### config.mk
export PLATFORM = sky130hd
export DESIGN_NAME = adpll_grid_sequencer_flat
export DESIGN_NICKNAME = d
export VERILOG_FILES = /design/src/rtl/adpll_grid_sequencer_if.sv /design/src/rtl/adpll_grid_sequencer.sv /design/src/flat_wrapper.sv
export SDC_FILE = /design/constraint.sdc
export NUM_CORES = 1
export LEC_CHECK = 0
export CAP_MARGIN = 20
export CELL_PAD_IN_SITES_DETAIL_PLACEMENT = 0
export CELL_PAD_IN_SITES_GLOBAL_PLACEMENT = 1
export CORE_ASPECT_RATIO = 1.1
export CORE_MARGIN = 1
export CORE_UTILIZATION = 41
export DETAILED_ROUTE_END_ITERATION = 10
export GPL_TIMING_DRIVEN = 0
export PLACE_DENSITY_LB_ADDON = 0.05
export SETUP_SLACK_MARGIN = 0.02
export SLEW_MARGIN = 20
export SYNTH_ARGS = -nofsm -noshare
export SYNTH_HDL_FRONTEND = slang
export SYNTH_SLANG_ARGS = --single-unit
### constraint.sdc
create_clock -name fpga_clk_i -period 3.1 [get_ports fpga_clk_i]
set_input_delay 0.62 -clock fpga_clk_i [delete_from_list [all_inputs] [get_ports fpga_clk_i]]
set_output_delay 0.62 -clock fpga_clk_i [all_outputs]
set_load 0.01 [all_outputs]
### src/rtl/adpll_grid_sequencer_if.sv
// Control/status bundle between the top-level switch logic and the ADPLL mesh sequencer.
// The sequencer connects through the slave modport; the controlling side uses master.
interface adpll_grid_sequencer_if #(
    parameter int ROWS       = 2,
    parameter int COLS       = 2,
    parameter int PDET_WIDTH = 8
);
    localparam int N         = ROWS * COLS;
    localparam int IDX_WIDTH = (N > 1) ? $clog2(N) : 1;

    logic                    enable_i;
    logic                    uni_dir_i;
    logic [N*PDET_WIDTH-1:0] error_i;
    logic [N-1:0]            node_enable_o;
    logic [N*16-1:0]         weights_o;
    logic [N-1:0]            locked_o;
    logic                    all_locked_o;
    logic                    fault_o;
    logic                    lost_lock_o;
    logic [IDX_WIDTH-1:0]    active_node_o;
    logic [1:0]              state_o;

    modport master (
        output enable_i, uni_dir_i, error_i,
        input  node_enable_o, weights_o, locked_o, all_locked_o,
               fault_o, lost_lock_o, active_node_o, state_o
    );

    modport slave (
        input  enable_i, uni_dir_i, error_i,
        output node_enable_o, weights_o, locked_o, all_locked_o,
               fault_o, lost_lock_o, active_node_o, state_o
    );
endinterface

### src/rtl/adpll_grid_sequencer.sv
// Raster-order bring-up, lock detection and neighbour weighting for a ROWS x COLS ADPLL mesh.
// Nodes are enabled one at a time; each must lock before the next one starts.
module adpll_grid_sequencer #(
    parameter int ROWS           = 2,
    parameter int COLS           = 2,
    parameter int PDET_WIDTH     = 8,
    parameter int LOCK_THRESH    = 4,
    parameter int LOCK_CYCLES    = 1024,
    parameter int TIMEOUT_CYCLES = 65536,
    parameter int CNT_WIDTH      = 17
) (
    input  logic                 fpga_clk_i,
    input  logic                 rst_n_i,
    adpll_grid_sequencer_if.slave bus
);
    localparam int N         = ROWS * COLS;
    localparam int IDX_WIDTH = (N > 1) ? $clog2(N) : 1;

    typedef enum logic [1:0] {
        ST_IDLE    = 2'd0,
        ST_BRINGUP = 2'd1,
        ST_RUN     = 2'd2,
        ST_FAULT   = 2'd3
    } state_e;

    localparam logic [IDX_WIDTH-1:0] LAST_IDX = IDX_WIDTH'(N - 1);
    localparam logic [CNT_WIDTH-1:0] LOCK_MAX = CNT_WIDTH'(LOCK_CYCLES);
    localparam logic [CNT_WIDTH-1:0] TMO_LAST = CNT_WIDTH'(TIMEOUT_CYCLES - 1);
    localparam logic [PDET_WIDTH:0]  THRESH   = (PDET_WIDTH + 1)'(LOCK_THRESH);

    // One extra bit keeps the most-negative error at 2^(PDET_WIDTH-1) instead of wrapping.
    function automatic logic in_window(input logic [PDET_WIDTH-1:0] err);
        logic [PDET_WIDTH:0] mag;
        if (err[PDET_WIDTH-1]) begin
            mag = {1'b0, ~err} + {{PDET_WIDTH{1'b0}}, 1'b1};
        end else begin
            mag = {1'b0, err};
        end
        return (mag <= THRESH);
    endfunction

    function automatic logic [15:0] node_weights(input int n,
                                                 input logic [N+COLS-1:0] en_pad,
                                                 input logic uni);
        int         r;
        int         c;
        logic       u_left;
        logic       u_above;
        logic       d_right;
        logic       d_below;
        logic [3:0] u_sh;
        logic [3:0] d_sh;
        r       = n / COLS;
        c       = n % COLS;
        u_left  = (r == 0) || (c > 0);
        u_above = (r > 0);
        d_right = !uni && (c < COLS - 1) && en_pad[n + 1];
        d_below = !uni && (r < ROWS - 1) && en_pad[n + COLS];
        if (!d_right && !d_below) begin
            u_sh = (u_left && u_above) ? 4'd2 : 4'd4;
            d_sh = 4'd0;
        end else begin
            u_sh = (u_left && u_above) ? 4'd1 : 4'd2;
            d_sh = (d_right && d_below) ? 4'd1 : 4'd2;
        end
        if (!en_pad[n]) begin
            return 16'h0000;
        end else begin
            return {u_left  ? u_sh : 4'd0, u_above ? u_sh : 4'd0,
                    d_right ? d_sh : 4'd0, d_below ? d_sh : 4'd0};
        end
    endfunction

    state_e               state_q, state_d;
    logic [IDX_WIDTH-1:0] k_q, k_d;
    logic [N-1:0]         en_q, en_d;
    logic [N-1:0]         locked_q, locked_d;
    logic [N-1:0]         lock_prev_q;
    logic [CNT_WIDTH-1:0] cnt_q [N];
    logic [CNT_WIDTH-1:0] cnt_d [N];
    logic [CNT_WIDTH-1:0] tmo_q, tmo_d;
    logic [N*16-1:0]      weights_q, weights_d;
    logic                 all_locked_q, all_locked_d;
    logic                 fault_q, fault_d;
    logic                 lost_q, lost_d;

    // FSM state register
    always_ff @(posedge fpga_clk_i or negedge rst_n_i) begin
        if (!rst_n_i) begin
            state_q <= ST_IDLE;
        end else begin
            state_q <= state_d;
        end
    end

    // FSM next state; dropping enable_i overrides any lock or timeout event
    always_comb begin
        state_d = state_q;
        if (!bus.enable_i) begin
            state_d = ST_IDLE;
        end else begin
            case (state_q)
                ST_IDLE:    state_d = ST_BRINGUP;
                ST_BRINGUP: begin
                    if (locked_q[k_q]) begin
                        state_d = (k_q == LAST_IDX) ? ST_RUN : ST_BRINGUP;
                    end else if (tmo_q == TMO_LAST) begin
                        state_d = ST_FAULT;
                    end else begin
                        state_d = ST_BRINGUP;
                    end
                end
                ST_RUN:     state_d = ST_RUN;
                ST_FAULT:   state_d = ST_FAULT;
                default:    state_d = ST_IDLE;
            endcase
        end
    end

    // Next values for enables, lock counters, timeout and all registered outputs
    always_comb begin
        k_d       = k_q;
        en_d      = en_q;
        tmo_d     = tmo_q;
        locked_d  = '0;
        weights_d = '0;
        for (int n = 0; n < N; n++) begin
            cnt_d[n] = '0;
        end
        if (!bus.enable_i) begin
            k_d   = '0;
            en_d  = '0;
            tmo_d = '0;
        end else begin
            case (state_q)
                ST_IDLE: begin
                    k_d     = '0;
                    en_d    = '0;
                    en_d[0] = 1'b1;
                    tmo_d   = '0;
                end
                ST_BRINGUP: begin
                    if (locked_q[k_q]) begin
                        tmo_d = '0;
                        if (k_q != LAST_IDX) begin
                            k_d       = k_q + 1'b1;
                            en_d[k_d] = 1'b1;
                        end else begin
                            k_d = k_q;
                        end
                    end else begin
                        tmo_d = tmo_q + 1'b1;
                    end
                end
                ST_RUN:   k_d = k_q;
                ST_FAULT: k_d = k_q;
                default: begin
                    k_d   = '0;
                    en_d  = '0;
                    tmo_d = '0;
                end
            endcase
        end
        for (int n = 0; n < N; n++) begin
            if (bus.enable_i && en_q[n] &&
                in_window(bus.error_i[n*PDET_WIDTH +: PDET_WIDTH])) begin
                cnt_d[n] = (cnt_q[n] == LOCK_MAX) ? LOCK_MAX : cnt_q[n] + 1'b1;
            end else begin
                cnt_d[n] = '0;
            end
            locked_d[n]           = (cnt_d[n] == LOCK_MAX);
            weights_d[n*16 +: 16] = node_weights(n, {{COLS{1'b0}}, en_d}, bus.uni_dir_i);
        end
        all_locked_d = (state_d == ST_RUN) && (&locked_d);
        fault_d      = (state_d == ST_FAULT);
        // A lock drop is seen one edge late via lock_prev_q, so lost_lock follows locked_o by one edge.
        if (!bus.enable_i) begin
            lost_d = 1'b0;
        end else begin
            lost_d = lost_q | ((state_q == ST_RUN) && (|(lock_prev_q & ~locked_q)));
        end
    end

    // Datapath and output registers
    always_ff @(posedge fpga_clk_i or negedge rst_n_i) begin
        if (!rst_n_i) begin
            k_q          <= '0;
            en_q         <= '0;
            tmo_q        <= '0;
            locked_q     <= '0;
            lock_prev_q  <= '0;
            weights_q    <= '0;
            all_locked_q <= 1'b0;
            fault_q      <= 1'b0;
            lost_q       <= 1'b0;
            for (int n = 0; n < N; n++) begin
                cnt_q[n] <= '0;
            end
        end else begin
            k_q          <= k_d;
            en_q         <= en_d;
            tmo_q        <= tmo_d;
            locked_q     <= locked_d;
            lock_prev_q  <= locked_q;
            weights_q    <= weights_d;
            all_locked_q <= all_locked_d;
            fault_q      <= fault_d;
            lost_q       <= lost_d;
            for (int n = 0; n < N; n++) begin
                cnt_q[n] <= cnt_d[n];
            end
        end
    end

    assign bus.node_enable_o = en_q;
    assign bus.weights_o     = weights_q;
    assign bus.locked_o      = locked_q;
    assign bus.all_locked_o  = all_locked_q;
    assign bus.fault_o       = fault_q;
    assign bus.lost_lock_o   = lost_q;
    assign bus.active_node_o = k_q;
    assign bus.state_o       = state_q;
endmodule

### src/flat_wrapper.sv
// flat-port wrapper written by rule: the top's interface ports become plain ports
module adpll_grid_sequencer_flat 
#(
    parameter int ROWS           = 2,
    parameter int COLS           = 2,
    parameter int PDET_WIDTH     = 8,
    parameter int LOCK_THRESH    = 4,
    parameter int LOCK_CYCLES    = 1024,
    parameter int TIMEOUT_CYCLES = 65536,
    parameter int CNT_WIDTH      = 17
)
  (fpga_clk_i, rst_n_i, bus_enable_i, bus_uni_dir_i, bus_error_i, bus_node_enable_o, bus_weights_o, bus_locked_o, bus_all_locked_o, bus_fault_o, bus_lost_lock_o, bus_active_node_o, bus_state_o);
  adpll_grid_sequencer_if #(.ROWS(ROWS), .COLS(COLS), .PDET_WIDTH(PDET_WIDTH)) bus_i ();
  input  logic fpga_clk_i;
  input  logic rst_n_i;
  input wire logic [$bits(bus_i.enable_i)-1:0] bus_enable_i;
  input wire logic [$bits(bus_i.uni_dir_i)-1:0] bus_uni_dir_i;
  input wire logic [$bits(bus_i.error_i)-1:0] bus_error_i;
  output wire logic [$bits(bus_i.node_enable_o)-1:0] bus_node_enable_o;
  output wire logic [$bits(bus_i.weights_o)-1:0] bus_weights_o;
  output wire logic [$bits(bus_i.locked_o)-1:0] bus_locked_o;
  output wire logic [$bits(bus_i.all_locked_o)-1:0] bus_all_locked_o;
  output wire logic [$bits(bus_i.fault_o)-1:0] bus_fault_o;
  output wire logic [$bits(bus_i.lost_lock_o)-1:0] bus_lost_lock_o;
  output wire logic [$bits(bus_i.active_node_o)-1:0] bus_active_node_o;
  output wire logic [$bits(bus_i.state_o)-1:0] bus_state_o;
  assign bus_i.enable_i = bus_enable_i;
  assign bus_i.uni_dir_i = bus_uni_dir_i;
  assign bus_i.error_i = bus_error_i;
  assign bus_node_enable_o = bus_i.node_enable_o;
  assign bus_weights_o = bus_i.weights_o;
  assign bus_locked_o = bus_i.locked_o;
  assign bus_all_locked_o = bus_i.all_locked_o;
  assign bus_fault_o = bus_i.fault_o;
  assign bus_lost_lock_o = bus_i.lost_lock_o;
  assign bus_active_node_o = bus_i.active_node_o;
  assign bus_state_o = bus_i.state_o;
  adpll_grid_sequencer #(.ROWS(ROWS), .COLS(COLS), .PDET_WIDTH(PDET_WIDTH), .LOCK_THRESH(LOCK_THRESH), .LOCK_CYCLES(LOCK_CYCLES), .TIMEOUT_CYCLES(TIMEOUT_CYCLES), .CNT_WIDTH(CNT_WIDTH)) u_core (.fpga_clk_i(fpga_clk_i), .rst_n_i(rst_n_i), .bus(bus_i));
endmodule
======== Word-level counts from Yosys, hierarchy flattened ========
Cells that the tools add are included.
word-level totals
  register bits ........................... 166
  bits in latches ......................... 0
  bits in writable memories ............... 0
  ROM bits ................................ 0
  bits of input ports ..................... 36
  logic and storage cells ................. 127
  memories ................................ 0
operators by class
  $add $sub $neg .......................... 10
  $mul .................................... 0
  divide/modulo/power cells ............... 0
  $lt $le $gt $ge ......................... 7
  equal/unequal tests ..................... 20
  shift-type cells ........................ 0
  mux-type cells .......................... 44
  bitwise logic cells ..................... 8
  reduce and logical (&&, ||, !) cells .... 24
operators with widths
  kind                                                             count
  two-way mux 17 bit                                               10
  equality test 17 x 11 -> 1 bit (second input constant)           8
  adder 17 x 1 -> 17 bit (second input constant)                   5
  adder 8 x 1 -> 9 bit (second input constant)                     4
  less-or-equal comparator 9 x 3 -> 1 bit (second input constant)  4
  two-way mux 9 bit                                                4
  case mux 17 bit (2 select lines)                                 1
  NOT 8 bit                                                        4
  two-way mux 15 bit                                               2
  two-way mux 4 bit                                                6
  two-way mux 2 bit                                                9
  equality test 17 x 16 -> 1 bit (second input constant)           1
  logical AND 1 bit                                                16
  two-way mux 14 bit                                               1
  two-way mux 11 bit                                               1
  equality test 2 bit (second input constant)                      5
  case mux 2 bit (4 select lines)                                  1
  case mux 4 bit (2 select lines)                                  1
  less-than comparator 2 x 3 -> 1 bit (second input constant)      2
  two-way mux 3 bit                                                2
  inequality test 3 x 2 -> 1 bit (second input constant)           2
  AND 4 bit                                                        1
  inequality test 2 bit (second input constant)                    2
  NOT 4 bit                                                        1
  16 further kinds                                                 20

======== Longest topological paths before layout ========
Gate-level depths: netlist (run 1).
  depth in word-level cells ............... 16
  gate-level depth with buffers ........... 10
  depth with buffers taken out ............ 10

======== Worst setup path before layout (run 1) ========
OpenSTA, ideal clock, no wires.
  path type ............................... register -> register
  from .................................... register u_core.cnt_q[1] in the netlist's numbering
  to ...................................... register u_core.all_locked_q (netlist: u_core.bus.all_locked_o)
  arrival ................................. 2.110 ns
  data required time ...................... 3.032 ns
  setup slack ............................. 0.922 ns
  cell stages (with the launch flop) ...... 9
  buffers on the path ..................... 0
  path through ............................ dfrtp_1 ha_1 nand4_1 nor3_1 mux2_2 o2bb2ai_1 a41o_1 o311a_1 and4_1
on the way
  longest elaborated chain between the ends .. 6
  elaborated cells between the ends (all ways) .. 7
ends and longest elaborated chain
  item                                                                      line                         source
  from (decl)                                                               adpll_grid_sequencer.sv:79   logic [CNT_WIDTH-1:0] cnt_q [N];
  from (signal, indexed assignment)                                         adpll_grid_sequencer.sv:210  cnt_q[n] <= cnt_d[n];
  adder 17 x 1 -> 17 bit or equality test 17 x 11 -> 1 bit (tied branches)  adpll_grid_sequencer.sv:167  cnt_d[n] = (cnt_q[n] == LOCK_MAX) ? LOCK_MAX : cnt_q[n] + 1'b1;
  two-way mux 17 bit *                                                      adpll_grid_sequencer.sv:167
  two-way mux 17 bit *                                                      adpll_grid_sequencer.sv:165  if (bus.enable_i && en_q[n] &&
  equality test 17 x 11 -> 1 bit *                                          adpll_grid_sequencer.sv:171  locked_d[n] = (cnt_d[n] == LOCK_MAX);
  named net u_core.locked_d[3]                                              adpll_grid_sequencer.sv:77   logic [N-1:0] locked_q, locked_d;
  AND reduction 4 bit *                                                     adpll_grid_sequencer.sv:174  all_locked_d = (state_d == ST_RUN) && (&locked_d);
  logical AND 1 bit *                                                       adpll_grid_sequencer.sv:174
  named net u_core.all_locked_d                                             adpll_grid_sequencer.sv:83   logic all_locked_q, all_locked_d;
  to (signal assigned)                                                      adpll_grid_sequencer.sv:206  all_locked_q <= all_locked_d;
  to (decl)                                                                 adpll_grid_sequencer.sv:83
Mark *: on every way through the listed nets, which the timed path passes. The rest lies on a longest branch.
A chain may end at the register's enable or synchronous reset.

======== Worst setup path in the final report (run 1) ========
  from .................................... register u_core.cnt_q[34] in the netlist's numbering
  to ...................................... register u_core.all_locked_q (netlist: u_core.bus.all_locked_o)
Same word-level chain as after synthesis.

==> flow_metrics.py, run 1 <==
metrics = {
    "status": {
        "status": "complete, no violations",
    },
    "worst_setup_path": {
        "cp-end-kind": "register",
        "path_class": "register to register",
        "rrSetupSlack_ns": 0.49,
        "slowest_stage": "dfrtp_1",
        "crit_buf_inv": 0,
        "cp_max_fo": 7,
        "arrival_ns": 2.96,
        "crit_chain": "ha_1, nand4_1, nor3_2, a31oi_1, nor4_1, o21a_1, and4_1",
        "worst_ep_required_time_ns": 3.45,
        "cpPeakStageDelay_ns": 0.46,
        "cp-start-kind": "register",
        "path_delay_family": "simple AND/OR/NAND/NOR gates",
    },
    "floorplan": {
        "die-area_sq_um": 17020,
        "fp.dieH_microns": 136.7,
        "top_level_ports": 115,
        "initial_core_util_pct": 42.52,
        "dieWidth_microns": 124.5,
        "rows": 48,
        "placeableCoreArea_sq_um": 15920,
    },
    "timing": {
        "post-route-min-period_ns": 2.614,
        "fin_crit_sh_pct": 84.33,
        "fmax_mhz": 382.5,
        "setup_viol": 0,
        "worst_slack_ns": 0.4857,
        "hold_viol_final": 0,
        "worst_pin_slew_ns": 0.5152,
        "rsz0062_at_grt": "no",
        "clock_skew_ns": 0.007427,
        "drv_slew": 0,
        "maxSlewHeadroom_pct": 65.29,
    },
    "place": {
        "dp_hpwl_microns": 11180,
        "dp_slack_ns": 0.02705,
        "gp_congestion": 0.8466,
        "io_buffers": 64,
    },
    "routing": {
        "dr_wl_met2_microns": 7448,
        "finalWirelength_microns": 15360,
        "firstDrtPassIters": 5,
        "wl_met3_microns": 664,
        "drc": 0,
        "wl_met1_microns": 6953,
        "routed.top_layer": "met4",
        "drtAntennaViolNets": 0,
        "drt_iter0_drc": 294,
        "wire_per_inst_microns": 13.86,
        "viasPerCell": 5.079,
        "vias": 5627,
    },
    "power_and_ir_drop": {
        "clockPowerShare_pct": 55.4,
        "combPwrFrac_pct": 5.2,
        "swShare_pct": 20.28,
        "p_switching_w": 0.0007636,
        "ir_drop_v": 0.0004124,
        "pwr-share-seq_pct": 39.4,
        "cellPowerDensity_nw_per_um2": 442.5,
        "power.internal_w": 0.003001,
        "p_total_w": 0.003765,
        "p_leak_nw": 3.649,
    },
    "final_layout": {
        "layout-drive-gt1-share_pct": 14.76,
        "area_delta_synth_final_pct": 25.76,
        "fill_cells": 1464,
        "antenna_cells": 0,
        "fin_nets": 943,
    },
    "yosys": {
        "synth_most_common_cell": "dfrtp_1",
        "async_flop_share_pct": 100.0,
        "yosys_warnings": 0,
        "synth_ff_type": "dfrtp_1",
        "ys_ff_latch": 113,
        "yosys.area.top_type": "dfrtp_1",
        "yosysSeqAreaShare_pct": 41.79,
        "ys_types": 73,
        "yosysTopAreaCellShare_pct": 41.79,
        "netlist_instances": 762,
        "syn_area_sq_um": 6766,
        "ys_top_cells_by_count": "dfrtp_1 (113), nor2_1 (112), buf_4 (59)",
        "avgSynthCellArea_sq_um": 8.880,
        "synth-edff-count": 0,
        "synth_area_leaders": "dfrtp_1 (42%), buf_4 (6.5%), nor2_1 (6.2%)",
    },
    "flow_run": {
        "cap_violations": 0,
    },
    "grt": {
        "grt_max_degree": 81,
        "grt_pass1_wl_microns": 25510,
        "grt_pass1_vias": 5356,
        "track_usage_pct": 18.73,
        "antenna_found_initial": 0,
        "grt.overflow.total": 0,
    },
    "cts": {
        "clock-sinks": 113,
        "clk-insertion-delay-late_ns": 0.41,
        "cts.htree.levels": 4,
        "cts_buffers": 17,
        "clkTransAtPathRegs_ns": 0.05,
        "cts_setup_buffers": 0,
        "postCtsHoldBufs": 0,
        "cts_tree": "built",
        "cts_resized": 0,
        "cts-root-buf": "clkbuf_16",
        "cts_max_path_buffers": 2,
    },
    "min_path": {
        "hp-class": "input pin to asynchronous set/reset pin",
    },
}
kinds of logic (layout without fill, tap and decap cells):
logic type                 Yosys count  in the layout  synth area share [%]
muxes                                7              7                 1.257
AOI/OAI and AO/OA                   96             96                 9.246
and+or+nand+nor                    347            347                 26.55
adders and majority gates           12             12                 2.219
DFF                                113            113                 41.79
other                                1             50               0.05542
xor gates and xnor gates            67             67                 8.672
buffers and inverters              119            216                 10.21
cell type report:
| cell class | count | area (sq um) | area share [%] |
|---|---|---|---|
| Multi-Input combinational cell | 579 | 3432 | 40.33 |
| Sequential cell | 113 | 2828 | 33.23 |
| Timing Repair Buffer | 65 | 669.4 | 7.866 |
| Buffer | 92 | 589.3 | 6.925 |
| Clock buffer | 22 | 484.2 | 5.690 |
| Tap cell | 200 | 250.2 | 2.941 |
| Clock inverter | 10 | 155.1 | 1.823 |
| Inverter | 27 | 101.3 | 1.191 |
routing by layer:
layer / up-vias / global-route usage [%]
met2: 144 / 31.58
met3: 23 / 3.948
met4: 0 / 7.898
met5: - / 0
met1: 2659 / 23.34
li1: 2801 / -
registers in the layout (all words and copies together), names as in the netlist:
register / count
u_core.cnt_q: 68
u_core.bus.state_o: 2
u_core.bus.lost_lock_o: 1
u_core.bus.weights_o: 10
u_core.tmo_q: 17
u_core.bus.all_locked_o: 1
u_core.bus.fault_o: 1
u_core.bus.node_enable_o: 3
u_core.lock_prev_q: 4
u_core.bus.locked_o: 4
u_core.bus.active_node_o: 2
worst paths after layout:
check,start,endpoint,cells after the start
max,u_core.cnt_q[34],u_core.bus.all_locked_o,7
min,rst_n_i,u_core.cnt_q[56],1
max reg2reg,u_core.cnt_q[34],u_core.bus.all_locked_o,7
min reg2reg,u_core.bus.locked_o[0],u_core.lock_prev_q[0],0
max in group asynchronous,rst_n_i,u_core.cnt_q[49],2
min in group fpga_clk_i,u_core.bus.locked_o[0],u_core.lock_prev_q[0],0
power groups by stage:
stage	Sequential, W	Combinational, W	Clock, W
floorplan	0.00151	0.0000967	0
global placement	0.00151	0.000188	0
detailed placement	0.00151	0.000195	0
CTS	0.00148	0.000195	0.00214
global route	0.00148	0.000217	0.00220
finish	0.00149	0.000195	0.00208
cell usage in the layout (no fill, tap or decap), drive strengths merged, types with 4 or more instances in the layout:
cell type      netlist  layout
ha                  12      12
and3                14      14
clkinv               0       4
and4                 6       6
a21oi                9       9
nor2b                7       7
or2                  6       6
buf                 76      78
nand2b               5       5
o22ai                4       4
mux2i                4       4
nor2               112     112
clkdlybuf4s50        0      63
dfrtp              113     113
conb                 1      50
xnor2               37      37
a31oi               13      13
nor3                27      27
xor2                30      30
clkbuf              16      38
nor4                18      18
nand3               38      38
bufinv               0       4
or3                  7       7
o31ai                4       4
nand2               58      58
nand4               26      26
o21ai               39      39
inv                 27      27
and2                 9       9
through the flow:
step           cells  TNS, ns  area (sq um)  hold slack (ns)  util [%]
3_5_place_dp    1076        0          7870           0.4373     49.45
4_1_cts         1108        0          8509           0.1046     53.47
5_1_grt         1108        0          8509           0.1177     53.47
6_report        1108        0          8509          0.09984     53.47
3_3_place_gp    1075  -349.94          7841           0.4262     49.27
2_1_floorplan    811        0          6950           0.3244         -
worst register-to-register path: stages (launching register included):
cell     delay (ns)
dfrtp_1        0.46
ha_1           0.28
nand4_1        0.28
nor3_2         0.46
a31oi_1        0.20
nor4_1         0.42
o21a_1         0.25
and4_1         0.21
Power figures use the tool's default switching activity.
==> run 2: changes to the inputs <==
CORE_UTILIZATION = 37   (was 41)
clock period = 2.15 ns   (was 3.1 ns; I/O delays follow)
==> flow_metrics.py, run 2 (synthesis gave the netlist of run 1 again) <==
metrics = {
    "final_layout": {
        "final_common_cell": "nor2_1",
        "area_delta_synth_final_pct": 34.43,
        "largest_reg_flops": 68,
        "fill_cells": 1652,
        "stdcell_count": 1172,
        "regMostFlops": "u_core.cnt_q",
        "layout-drive-gt1-share_pct": 24.84,
        "final_cell_area_sq_um": 9096,
        "antenna_cells": 0,
        "fin_nets": 969,
        "layout_common_cells": "nor2_1 (104), dfrtp_1 (99), buf_4 (95)",
    },
    "cts": {
        "cts_buffers": 17,
        "clkTransAtPathRegs_ns": 0.06,
        "cts.htree.levels": 4,
        "cts_max_path_buffers": 2,
        "clock-sinks": 113,
        "cts_tree": "built",
        "clk-insertion-delay-late_ns": 0.42,
        "postCtsHoldBufs": 0,
        "cts-root-buf": "clkbuf_16",
    },
    "worst_setup_path": {
        "path_class": "register to register",
        "cp-end-kind": "register",
        "cp-start-kind": "register",
        "rr_worst_depth": 8,
        "cp_max_fo": 5,
        "arrival_ns": 2.56,
        "worst_ep_required_time_ns": 2.50,
    },
    "place": {
        "dp_hpwl_microns": 11450,
        "place_area_sq_um": 7931,
        "dp_cells": 1114,
        "gp_congestion": 0.8684,
        "io_buffers": 64,
    },
    "status": {
        "violations": "negative setup slack",
        "status": "finished with violations",
    },
    "grt": {
        "grt.overflow.total": 0,
        "grt_pass1_wl_microns": 27000,
        "antenna_found_initial": 0,
        "grt_pass1_vias": 5626,
        "track_usage_pct": 18.63,
        "grt_max_degree": 71,
    },
    "power_and_ir_drop": {
        "ir_drop_v": 0.0005678,
        "p_leak_nw": 3.905,
        "cellPowerDensity_nw_per_um2": 560.7,
        "p_total_w": 0.005100,
    },
    "timing": {
        "clock_skew_ns": 0.01248,
        "fin_tns_setup_ns": -0.05673,
        "post-route-min-period_ns": 2.207,
        "rsz0062_at_grt": "yes",
        "finalHoldWorstSlack_ns": 0.02610,
        "fin_crit_sh_pct": 102.6,
        "hold_viol_final": 0,
        "fmax_mhz": 453.2,
        "drv_slew": 0,
        "maxSlewHeadroom_pct": 54.54,
        "worst_pin_slew_ns": 0.6819,
        "setup_viol": 1,
        "worst_slack_ns": -0.05673,
    },
    "routing": {
        "firstDrtPassIters": 4,
        "wire_per_inst_microns": 14.19,
        "drc": 0,
        "drtAntennaViolNets": 0,
        "viasPerCell": 4.955,
        "vias": 5807,
        "drt_iter0_drc": 270,
        "finalWirelength_microns": 16640,
    },
    "floorplan": {
        "fp.dieH_microns": 143.8,
        "dieWidth_microns": 130.9,
        "placeableCoreArea_sq_um": 17800,
        "rows": 51,
        "die-area_sq_um": 18830,
        "initial_core_util_pct": 38.01,
        "top_level_ports": 115,
    },
    "flow_run": {
        "cap_violations": 0,
    },
    "min_path": {
        "hp-class": "input pin to asynchronous set/reset pin",
    },
}
==> run 2: cell types whose count changed in the layout (fill, tap and decap cells not counted), sizes merged <==
cell           previous run  this run
inv                      27        30
clkdlybuf4s50            63        62
bufinv                    4         1
dlygate4sd2               0         1
clkinvlp                  2         7
clkbuf                   38        23
buf                      78       114
==> run 2: power by group <==
group	total, W	switching [W]	internal (W)
sequential	0.00214	0.00000650	0.00213
clock	0.00267	0.00108	0.00159
combinational	0.000286	0.000144	0.000143
total	0.00510	0.00123	0.00387
==> run 2: final timing paths <==
path,from,to,slack (ns)
hold reg to reg,u_core.bus.locked_o[3],u_core.lock_prev_q[3],0.46
hold / removal,rst_n_i,u_core.cnt_q[57],0.03
min in group fpga_clk_i,u_core.bus.locked_o[3],u_core.lock_prev_q[3],0.46
max in group asynchronous,rst_n_i,u_core.cnt_q[47],1.46
setup reg to reg,u_core.cnt_q[0],u_core.bus.all_locked_o,-0.06
setup / recovery,u_core.cnt_q[0],u_core.bus.all_locked_o,-0.06
==> run 2: worst max-delay path, cell delays in order, from the launching register on <==
cell       delay (ns)
dfrtp_2          0.41
ha_4             0.18
nand4_1          0.18
nor3_2           0.19
mux2_2           0.36
o2bb2ai_1        0.16
a41o_1           0.21
o311a_1          0.24
and4_1           0.21
==> run 2: cell type report <==
class | count | area, sq um | share of cell area, %
repair buffers | 101 | 942.2 | 10.36
plain buffers | 82 | 621.8 | 6.836
flip-flops and latches | 113 | 2845 | 31.28
clock inverters | 15 | 136.4 | 1.499
inverters | 27 | 101.3 | 1.114
multi-input cells | 579 | 3726 | 40.96
well taps | 238 | 297.8 | 3.274
clock buffers | 17 | 425.4 | 4.677
==> run 2: metrics by stage <==
step                worst slack, ns  util (%)
CTS                         -0.1376     49.31
floorplan                   0.02363         -
detailed placement          -0.7895     44.55
global placement             -3.867     44.39
finish                     -0.05673     51.09
global route                -0.1770     51.09
==> run 2: layer usage <==
metal	share of wire (%)	GRT usage, %
met2	48	30.16
met1	46	23.91
met3	3.1	3.760
met5	0	0
met4	2.4	8.227
==> run 2: timing repair <==
action / CTS / global route
pin swaps: 14 / 19
hold endpoints to repair: 0 / 0
gates resized for setup: 40 / 69
endpoints found under the setup margin: 62 / 51
setup buffers: 22 / 14
==> RTL edit 1, RTL diff (settings of run 2) <==
`COLS` is set to 2 in 3 places; all go to 8.
--- a/src/rtl/adpll_grid_sequencer_if.sv
+++ b/src/rtl/adpll_grid_sequencer_if.sv
@@ -2,7 +2,7 @@
 // The sequencer connects through the slave modport; the controlling side uses master.
 interface adpll_grid_sequencer_if #(
     parameter int ROWS       = 2,
-    parameter int COLS       = 2,
+    parameter int COLS       = 8,
     parameter int PDET_WIDTH = 8
 );
     localparam int N         = ROWS * COLS;
--- a/src/rtl/adpll_grid_sequencer.sv
+++ b/src/rtl/adpll_grid_sequencer.sv
@@ -2,7 +2,7 @@
 // Nodes are enabled one at a time; each must lock before the next one starts.
 module adpll_grid_sequencer #(
     parameter int ROWS           = 2,
-    parameter int COLS           = 2,
+    parameter int COLS           = 8,
     parameter int PDET_WIDTH     = 8,
     parameter int LOCK_THRESH    = 4,
     parameter int LOCK_CYCLES    = 1024,
--- a/src/flat_wrapper.sv
+++ b/src/flat_wrapper.sv
@@ -2,7 +2,7 @@
 module adpll_grid_sequencer_flat 
 #(
     parameter int ROWS           = 2,
-    parameter int COLS           = 2,
+    parameter int COLS           = 8,
     parameter int PDET_WIDTH     = 8,
     parameter int LOCK_THRESH    = 4,
     parameter int LOCK_CYCLES    = 1024,
Interface: changed (5 resized); port bits go from 115 to 429. No check against the original RTL was run, so the function may have changed too.
==> RTL edit 1 against run 2 <==
  * The run still ends with negative setup slack left
  * Sequential share of layout area is 1.4 points lower
  * Total power rose to 3.3 times the old value
  * Wire length rose to 4.0 times the old value
  * Synthesized area rose to 3.5 times the old value
  * Cell area grew to 3.7 times the old value
  * Sequential cell count is 284 higher
  * Count of clock-buffer cells in the layout increased by 44
  * Worst setup slack got worse by 660 ps
  * Critical endpoint unchanged
==> RTL edit 1: results (changes against run 2) <==
Timing
  – Worst Tran Pin Value: 971 ps (+289 ps)
  – Final clock skew: 13.7 ps (+1.23 ps)
  – Final Setup Violations: 109 (+108)
  – Setup ws final: -715 ps (-658 ps)

Placed design
  – Area post-placement: 0.0280 mm2 (+250%)
  – Dpl ws: -2390 ps (-1600 ps)
  – Post-DP HPWL: 46700 um (+310%)

Synthesis
  – Unique masters post-synth: 89 (+22%)
  – Synth area leaders: dfrtp_1 42%, nor2_1 6.7%, buf_4 6.6%
  – Most frequent cells after synthesis: 419 x nor2_1, 397 x dfrtp_1, 207 x buf_4, 180 x nand2_1, 142 x nand3_1
  – Seq/Total Area, Yosys: 0.424 (+0.00645)

Critical path
  – RR Startpoint: u_core.cnt_q[1]
  – Critical path arrival: 3370 ps (+810 ps)
  – Crit-path max FO: 7 (+2)
  – CP top delay family: simple AND/OR/NAND/NOR gates

Power and ir drop
  – Peak VDD IR: 565 uV (-0.49%)
  – Leakage power: 14.1 nW (+260%)

Cells and area
  – Fill cell count: 5826 (+250%)
  – Layout area overhead: 42.9%
  – Fraction of layout cells with a size suffix above 1: 0.298 (+0.0496)
  – Largest register FFs: 272 (+300%)

Global route
  – Initial antenna violation count: 2 (+2)
  – Largest net degree at the start of global routing: 97 (+37%)
  – First-pass GRT wire length: 104000 um (+280%)
  – GRT Total Usage: 0.197 (+0.0110)

Clocking
  – Clock latency on the worst-skew pair: 590 ps (+170 ps)
  – H-tree depth: 2 (-2)

Route
  – Final WL: 66400 um (+300%)

Status
  – Failing checks: negative setup slack
  – Status: complete, but fails checks
[RTL edit 1: changes by cell type after synthesis, moves of 100 or more]
cell / before / now
nor2_1: 112 / 419
dfrtp_1: 113 / 397
buf_4: 59 / 207
nand2_1: 58 / 180
nand3_1: 38 / 142
xor2_1: 30 / 130
[RTL edit 1: logic make-up (layout without fill, tap and decap cells)]
kind of cell / count (synthesis) / after routing / share of synthesized area
compound gates: 254 / 254 / 0.0721
xor+xnor: 263 / 263 / 0.0984
fa+ha+maj: 38 / 38 / 0.0203
buf+inv: 427 / 950 / 0.103
flops: 397 / 397 / 0.424
mux: 28 / 28 / 0.0154
other cells: 1 / 176 / 0.000160
simple gates: 1233 / 1233 / 0.266
[RTL edit 1: repair_timing]
item | CTS | global route
setup endpoints to repair | 359 | 261
gates cloned | 1 | 2
buffers inserted | 125 | 98
gates resized for setup | 384 | 224
endpoints found under the hold margin | 56 | 0
pin swaps | 104 | 119
hold buffers | 1 | 0
[RTL edit 1: per-layer routing]
layer / track usage / share of wire
met2: 0.350 / 0.50
met5: 0 / 0.00029
met1: 0.239 / 0.42
met4: 0.0611 / 0.028
met3: 0.0403 / 0.047
[RTL edit 1: worst register-to-register path, stage by stage (launching register included)]
cell and delay, ps:
dfrtp_1 400, ha_2 230, or3_1 350, a311oi_2 300
nand3_1 130, nor4b_2 270, nand4_1 170, a21boi_2 290
nand3_1 130, nor4_2 240, and4_1 280
[RTL edit 1: power by group through the flow]
stage / Combinational, W / Clock (W) / Sequential, W
2_1_floorplan: 0.000469 / 0 / 0.00763
5_1_grt: 0.00117 / 0.00898 / 0.00749
4_1_cts: 0.00104 / 0.00867 / 0.00749
6_report: 0.00107 / 0.00843 / 0.00749
3_3_place_gp: 0.000942 / 0 / 0.00765
3_5_place_dp: 0.000976 / 0 / 0.00763
[RTL edit 1: cell type report]
| cell class | count | share of cell area |
|---|---|---|
| inverters | 106 | 0.0124 |
| clock buffers | 61 | 0.0401 |
| flip-flops and latches | 397 | 0.299 |
| clock inverters | 26 | 0.00897 |
| well taps | 833 | 0.0311 |
| plain buffers | 283 | 0.0629 |
| repair buffers | 474 | 0.136 |
| multi-input cells | 1992 | 0.410 |
[RTL edit 1: through the flow]
step	std cells	setup TNS (ps)
4_1_cts	4092	-41340
3_5_place_dp	3904	-365790
3_3_place_gp	3900	-7335220
2_1_floorplan	2816	-19770
6_report	4172	-43790
5_1_grt	4172	-51960
==> RTL edit 2, RTL diff (config.mk and constraints of run 2) <==
Without the edit above. Reset style: synchronous (`rst_n_i`), changed in 2 clocked blocks.
--- a/src/rtl/adpll_grid_sequencer.sv
+++ b/src/rtl/adpll_grid_sequencer.sv
@@ -85,7 +85,7 @@
     logic                 lost_q, lost_d;
 
     // FSM state register
-    always_ff @(posedge fpga_clk_i or negedge rst_n_i) begin
+    always_ff @(posedge fpga_clk_i) begin
         if (!rst_n_i) begin
             state_q <= ST_IDLE;
         end else begin
@@ -182,7 +182,7 @@
     end
 
     // Datapath and output registers
-    always_ff @(posedge fpga_clk_i or negedge rst_n_i) begin
+    always_ff @(posedge fpga_clk_i) begin
         if (!rst_n_i) begin
             k_q          <= '0;
             en_q         <= '0;
Function: differs if rst_n_i is asserted again (counterexample within 4 cycles, from zero or initial values and one cycle with rst_n_i low); with rst_n_i held inactive, the same outputs for 10 cycles.
==> RTL edit 2 against run 2 <==
  * Cell area decreased by 5.1%
  * The run still ends with negative setup slack left
  * Critical path type unchanged
  * Synthesized area decreased by 6.2%
  * Total power grew 3.9%
  * Highest routed layer unchanged
  * Wire length is 4.0% lower
  * Sequential cell count rose by 1
  * Clock power grew 9.7%
  * Worst setup slack gained 8.7 ps
==> RTL edit 2: results (changes against run 2) <==
Critical path
  – Crit-path max FO: 4 (-1)
  – CP top delay family: simple AND/OR/NAND/NOR gates
  – Peak per-stage delay on the critical path: 450 ps (+40 ps)
  – Crit-path slowest cell: or4_4
  – Critical path arrival: 2530 ps (-30 ps)

Synthesis
  – Unique masters post-synth: 62 (-15%)
  – Synth area leaders: dfxtp_1 36%, nor2_1 7.3%, buf_4 6.6%
  – Seq/Total Area, Yosys: 0.360 (-0.0583)
  – Most frequent cells after synthesis: 124 x nor2_1, 114 x dfxtp_1, 64 x nand2_1, 56 x buf_4, 39 x xnor2_1
  – Synth Flop Type: dfxtp_1
  – Cells after Synth: 800 (+5.0%)
  – Async set-or-reset flop fraction in the synthesized netlist: 0 (-1.00)

Global route
  – Largest net degree at the start of global routing: 17 (-76%)
  – Met3 GRT Util: 0.0404 (+0.00277)
  – GRT Total Usage: 0.185 (-0.00154)
  – First-pass GRT wire length: 26200 um (-2.8%)
  – Vias in the first global route: 5487 (-2.5%)
  – Met2 usage: 0.314 (+0.0128)
  – GR met1 Demand/Resource: 0.230 (-0.00879)

Cells and area
  – Final nets: 995 (+2.7%)
  – Fraction of layout cells with a size suffix above 1: 0.234 (-0.0146)
  – Fill cell count: 1602 (-3.0%)
  – Non-Filler Instances: 1162 (-0.85%)

Placed design
  – Dpl ws: -869 ps (-79.5 ps)
  – Area post-placement: 0.00748 mm2 (-5.7%)
  – Post-DP HPWL: 11500 um (+0.58%)
  – Buffers on Ports: 63 (-1.6%)
  – Placed cells: 1116 (+0.18%)
  – Placer Congestion: 0.852 (-1.9%)

Power and ir drop
  – Leakage power: 3.28 nW (-16%)
  – P per Cell Area: 613 mW/mm2 (+9.4%)
  – P_sw: 0.00118 W (-4.5%)
  – Power Sequential: 0.00211 W
  – Peak VDD IR: 560 uV (-1.4%)
  – Logic gate share of total power: 0.048 (-0.008)

Timing
  – Slew headroom: 0.645 (+0.0994)
  – Final clock skew: 9.86 ps (-2.62 ps)
  – Final Setup Violations: 1 (unchanged)
  – Setup total negative slack: -48.0 ps (+8.68 ps)
  – Setup ws final: -48.0 ps (+8.68 ps)

Route
  – Drt wl/cell: 13.7 um (-3.2%)
  – DR iter-0 viols: 284 (+5.2%)
  – DRT met1 WL: 7310 um (-4.7%)
  – DR WL met3: 490 um (-6.0%)
  – Met2 wire length: 7990 um (-0.70%)
  – Vias per inst: 5.02 (+1.2%)

Clocking
  – Clk buf depth: 2 (unchanged)
  – CTS Buf Count: 17 (unchanged)
  – H-tree depth: 4 (unchanged)
  – Clock latency on the worst-skew pair: 420 ps (about the same)

Min path
  – HP Class: reg2reg

Status
  – Failing checks: negative setup slack
  – Status: complete, but fails checks
[RTL edit 2: changes by cell type in the layout (fill, tap and decap cells not counted), moves of 6 or more]
| cell | change |
|---|---|
| clkbuf_1 | +8 |
| a21oi_1 | +15 |
| buf_4 | -10 |
| dfxtp_2 | +24 |
| nor2_1 | +14 |
| dfrtp_1 | -99 |
| dfrtp_2 | -14 |
| dfxtp_1 | +81 |
| dfxtp_4 | +9 |
| buf_2 | -6 |
| o21ai_0 | -11 |
| and3_1 | +13 |
[RTL edit 2: cell type report]
class                      instances  area (um2)  share of cell area
buffer                            77         547              0.0633
clock buffer                      19         453              0.0525
clock inverter                    13         158              0.0183
inverter                          26        97.6              0.0113
multi-input combinational        618        3920               0.454
sequential                       114        2350               0.272
tap                              204         255              0.0296
timing repair buffer              91         857              0.0993
[RTL edit 2: timing repair]
item / CTS / global route
resized for setup: 64 / 64
setup endpoints to repair: 52 / 66
pin swaps: 17 / 14
cloned: 0 / 0
buffers inserted: 12 / 16
[RTL edit 2: final timing paths]
kind	cells past startpoint	to	slack, ps	start
worst min register to register	1	u_core.cnt_q[0][34]	470	u_core.cnt_q[0][34]
worst max register to register	8	u_core.bus.all_locked_o	-50	u_core.cnt_q[0][0]
worst max-delay path	8	u_core.bus.all_locked_o	-50	u_core.cnt_q[0][0]
worst min-delay path	1	u_core.cnt_q[0][34]	470	u_core.cnt_q[0][34]
[RTL edit 2: logic make-up (layout without fill, tap and decap cells)]
family	count (synthesis)	in the layout	synth area share
AOI/OAI and AO/OA	97	97	0.0970
and+or+nand+nor	383	383	0.303
other	1	50	0.000591
xor gates and xnor gates	67	67	0.0925
buffers and inverters	117	226	0.105
muxes	7	7	0.0140
adders and majority gates	14	14	0.0276
DFF	114	114	0.360
